## config.mk

```make
export PLATFORM = sky130hd
export DESIGN_NAME = btn_debounce
export DESIGN_NICKNAME = d
export VERILOG_FILES = /design/src/rtl/test_input_sequencer_btn_debounce.sv
export SDC_FILE = /design/constraint.sdc
export NUM_CORES = 1
export LEC_CHECK = 0
export CORE_UTILIZATION = 58
export CTS_CLUSTER_SIZE = 28
export DETAILED_ROUTE_END_ITERATION = 8
export PLACE_DENSITY = 0.76
export SETUP_SLACK_MARGIN = 0.05
export SYNTH_ARGS = -nofsm -noshare
export SYNTH_HDL_FRONTEND = slang
export SYNTH_SLANG_ARGS = --single-unit
```

## constraint.sdc

```tcl
create_clock -name clk -period 2.3 [get_ports clk]
set_input_delay 0.23 -clock clk [delete_from_list [all_inputs] [get_ports clk]]
set_output_delay 0.23 -clock clk [all_outputs]
set_load 0.005 [all_outputs]
```

## src/rtl/test_input_sequencer_btn_debounce.sv

```systemverilog
// Button debouncer: 2-FF synchronizer, stability counter, one-cycle press pulse
// on each accepted 0->1 transition.
module btn_debounce #(
  parameter int DB_CYCLES = 1_000_000,
  parameter int DB_CNT_W  = 20
) (
  input  logic clk,
  input  logic rst,
  input  logic raw_i,
  output logic press_o
);

  localparam logic [DB_CNT_W-1:0] CNT_LAST = DB_CNT_W'(DB_CYCLES - 1);

  logic [1:0]          sync_q;
  logic                level_q;
  logic [DB_CNT_W-1:0] cnt_q;

  // cnt_q counts consecutive cycles the synchronized level has disagreed with
  // the accepted level; any agreement (a bounce back) restarts the count.
  always_ff @(posedge clk or negedge rst) begin
    if (!rst) begin
      sync_q  <= '0;
      level_q <= 1'b0;
      cnt_q   <= '0;
      press_o <= 1'b0;
    end else begin
      sync_q  <= {sync_q[0], raw_i};
      press_o <= 1'b0;
      if (sync_q[1] == level_q) begin
        cnt_q <= '0;
      end else if (cnt_q == CNT_LAST) begin
        cnt_q   <= '0;
        level_q <= sync_q[1];
        press_o <= sync_q[1];
      end else begin
        cnt_q <= cnt_q + DB_CNT_W'(1);
      end
    end
  end

endmodule

```

==> impl_metrics.json, run 1 <==
{
  "max_cap_violations": 0,
  "clkTransAtPathRegs_ns": 0.12,
  "fin_setup_tns_ns": 0,
  "yosysMostFrequentCell": "sky130_fd_sc_hd__dfrtp_1",
  "post-route-drc-count": 0,
  "grt.busiest_layer": "met2",
  "die_footprint_sq_um": 2140,
  "die_width_um": 46.3,
  "power_mw": 0.677,
  "number_of_levels_in_the_clock_h_tree": 1,
  "synthesis.yosys.warnings": 0,
  "ios": 4,
  "wire_length_of_the_first_global_routing_pass_mm": 3.14,
  "critPathKind": "reg2reg",
  "static-leakage-power_nw": 0.495,
  "required_ns": 2.53,
  "worstHoldPathType": "in2async",
  "ys_seq_elements": 24,
  "top_flip_flop_cell_by_instance_count_after_synthesis": "sky130_fd_sc_hd__dfrtp_1",
  "slew_viol_final": 0,
  "slew_headroom": 0.679,
  "period_minus_slack_ns": 2.11,
  "run_status": "complete, no violations",
  "worst_ir_drop_vdd_mv": 0.406,
  "synth_top_cells_by_count": "sky130_fd_sc_hd__dfrtp_1, sky130_fd_sc_hd__nor2_1, sky130_fd_sc_hd__a21oi_1, sky130_fd_sc_hd__nand3_1",
  "final_core_util": 0.695,
  "insertion_delay_ns": 0.31,
  "finalClockSkew_ns": 0.00525,
  "cts_tree": "built",
  "detailed_place_hpwl_mm": 1.46,
  "initial_core_utilization": 0.637,
  "cts_root_buffer": "sky130_fd_sc_hd__clkbuf_4",
  "final-seq-area_sq_um": 601,
  "sequential_share_of_the_synthesized_area": 0.529,
  "postSynthCellCount": 116,
  "core_area_sq_um": 1780,
  "placement_rows": 15,
  "dr.pass1.iters": 4,
  "met3_usage": 0.0549,
  "first_global_vias": 748,
  "setup_violations": 0,
  "post_layout_nonfiller_instances": 146,
  "synth_fp_nets": 120,
  "synth_largest_area_cell": "sky130_fd_sc_hd__dfrtp_1",
  "wirelength_mm": 1.96,
  "synth_top_area_share": 0.529,
  "dr.first_iter.drc_count": 20,
  "n_fill_cell": 138,
  "max_freq_mhz": 473,
  "post_synth.cell_area_avg_sq_um": 9.79,
  "clock_path_buffers": 2,
  "area_delta_synth_final_pct": 9.14,
  "numClockSinks": 24,
  "avgViaCountPerCell": 5.68,
  "drive_above_1_share": 0.124,
  "worst-slew-pin-transition_ns": 0.479,
  "netlist_cell_types": 27,
  "design.final.nets": 126,
  "synth-edff-count": 0,
  "port_buffers": 3,
  "synth.top_cells.by_area": "sky130_fd_sc_hd__dfrtp_1, sky130_fd_sc_hd__nor2_1, sky130_fd_sc_hd__xnor2_1",
  "fin_hold_ws_ns": 0.259,
  "end_kind": "flip-flop",
  "met2_capacity_usage_during_global_routing": 0.346,
  "insertedDiodeCount": 0,
  "finalHoldViolCount": 0,
  "die_h_um": 46.3,
  "synth.cell_area_sq_um": 1140,
  "ys_async_sr_fraction": 1.00,
  "antenna_found_initial": 0,
  "cp_data_arrival_time_ns": 2.35,
  "grt.overflow.total": 0,
  "pwr_density_cell_nw_per_um2": 546,
  "post-place-cells": 142,
  "grt_usage": 0.216,
  "grt_max_degree": 25,
  "route.vias.total": 830,
  "avgRoutedWirePerCell_um": 13.4,
  "cts_setup_buffers": 0,
  "startpoint_type": "flip-flop",
  "met1_usage": 0.278,
  "crit_fanout": 8,
  "cts_inserted_buffers": 3,
  "multiInputGateArea_sq_um": 497,
  "setup_repair_after_global_routing_missed_its_margin": "no",
  "place_congestion": 0.748,
  "drtAntennaViolNets": 0,
  "final_min_period_over_clock_period": 0.919
}
registers in the layout, indices dropped and copies added (netlist names):
signal   cells
press_o      1
cnt_q       20
sync_q       2
level_q      1
power breakdown:
| part | switching (mW) | internal (mW) | leakage, nW |
|---|---|---|---|
| Clock | 0.117 | 0.0967 | 0.0210 |
| Combinational | 0.0180 | 0.0110 | 0.145 |
| Sequential | 0.00599 | 0.428 | 0.328 |
metal layers:
layer	vias to the layer above	part of all wire
met5	-	0
met4	0	0.0071
met3	2	0.035
met2	16	0.51
met1	398	0.45
li1	414	-
what timing repair did:
action / CTS / global route
resized for setup: 0 / 1
hold buffers: 0 / 0
setup endpoints to repair: 0 / 1
final cells by class:
type / count / area share
well taps: 25 / 0.0252
inverters: 6 / 0.0182
multi-input cells: 81 / 0.401
repair buffers: 6 / 0.0424
clock buffers: 4 / 0.0293
flip-flops and latches: 24 / 0.484
final timing paths:
kind	to	slack, ns	start	cells past startpoint
setup / recovery	cnt_q[18]$_DFF_PN0_	0.19	cnt_q[0]$_DFF_PN0_	5
hold reg to reg	sync_q[1]$_DFF_PN0_	0.36	sync_q[0]$_DFF_PN0_	0
max in group asynchronous	cnt_q[5]$_DFF_PN0_	1.81	rst	2
min in group clk	sync_q[0]$_DFF_PN0_	0.34	raw_i	1
hold / removal	cnt_q[15]$_DFF_PN0_	0.26	rst	2
setup reg to reg	cnt_q[18]$_DFF_PN0_	0.19	cnt_q[0]$_DFF_PN0_	5
critical path, stage by stage, from the launching register on:
cell,delay (ns)
sky130_fd_sc_hd__dfrtp_1,0.42
sky130_fd_sc_hd__ha_1,0.24
sky130_fd_sc_hd__nand2_1,0.11
sky130_fd_sc_hd__or4_4,0.57
sky130_fd_sc_hd__or4_1,0.49
sky130_fd_sc_hd__a21oi_1,0.20
through the flow:
stage / worst slack, ns / instance area [sq um]
final: 0.187 / 1240
after global routing: 0.0998 / 1240
after CTS: 0.105 / 1240
after detailed placement: 0.139 / 1200
after global placement: 0.284 / 1200
after floorplan: 0.325 / 1140
cell usage in the layout (no fill, tap or decap), drive strengths merged:
| cell type | netlist | final |
|---|---|---|
| dfrtp | 24 | 24 |
| nor2 | 15 | 15 |
| nand3 | 9 | 9 |
| a21oi | 8 | 8 |
| inv | 6 | 6 |
| xnor2 | 6 | 6 |
| o21ai | 6 | 6 |
| xor2 | 5 | 5 |
| or4 | 5 | 5 |
| or3 | 5 | 5 |
| nand2 | 4 | 4 |
| clkbuf | 4 | 4 |
| nand4 | 3 | 3 |
| o31ai | 3 | 3 |
| clkdlybuf4s50 | 0 | 3 |
| buf | 1 | 3 |
| nor4 | 2 | 2 |
| nor3 | 2 | 2 |
| and3 | 2 | 2 |
| or2 | 1 | 1 |
| and2 | 1 | 1 |
| nor4bb | 1 | 1 |
| and3b | 1 | 1 |
| mux2 | 1 | 1 |
| ha | 1 | 1 |
kinds of logic after synthesis:
group / after synthesis / synth area share
xor gates and xnor gates: 11 / 0.0848
and+or+nand+nor: 51 / 0.247
DFF: 24 / 0.529
muxes: 1 / 0.00991
AOI/OAI and AO/OA: 17 / 0.0815
adders and majority gates: 1 / 0.0110
buffers and inverters: 11 / 0.0374
Power figures use the tool's default switching activity.
==> run 2, diff against run 1 <==
TNS_END_PERCENT = 100   (was not set)
==> results of run 2 <==
No change in the layout: final DEF, timing and power equal those of run 1.
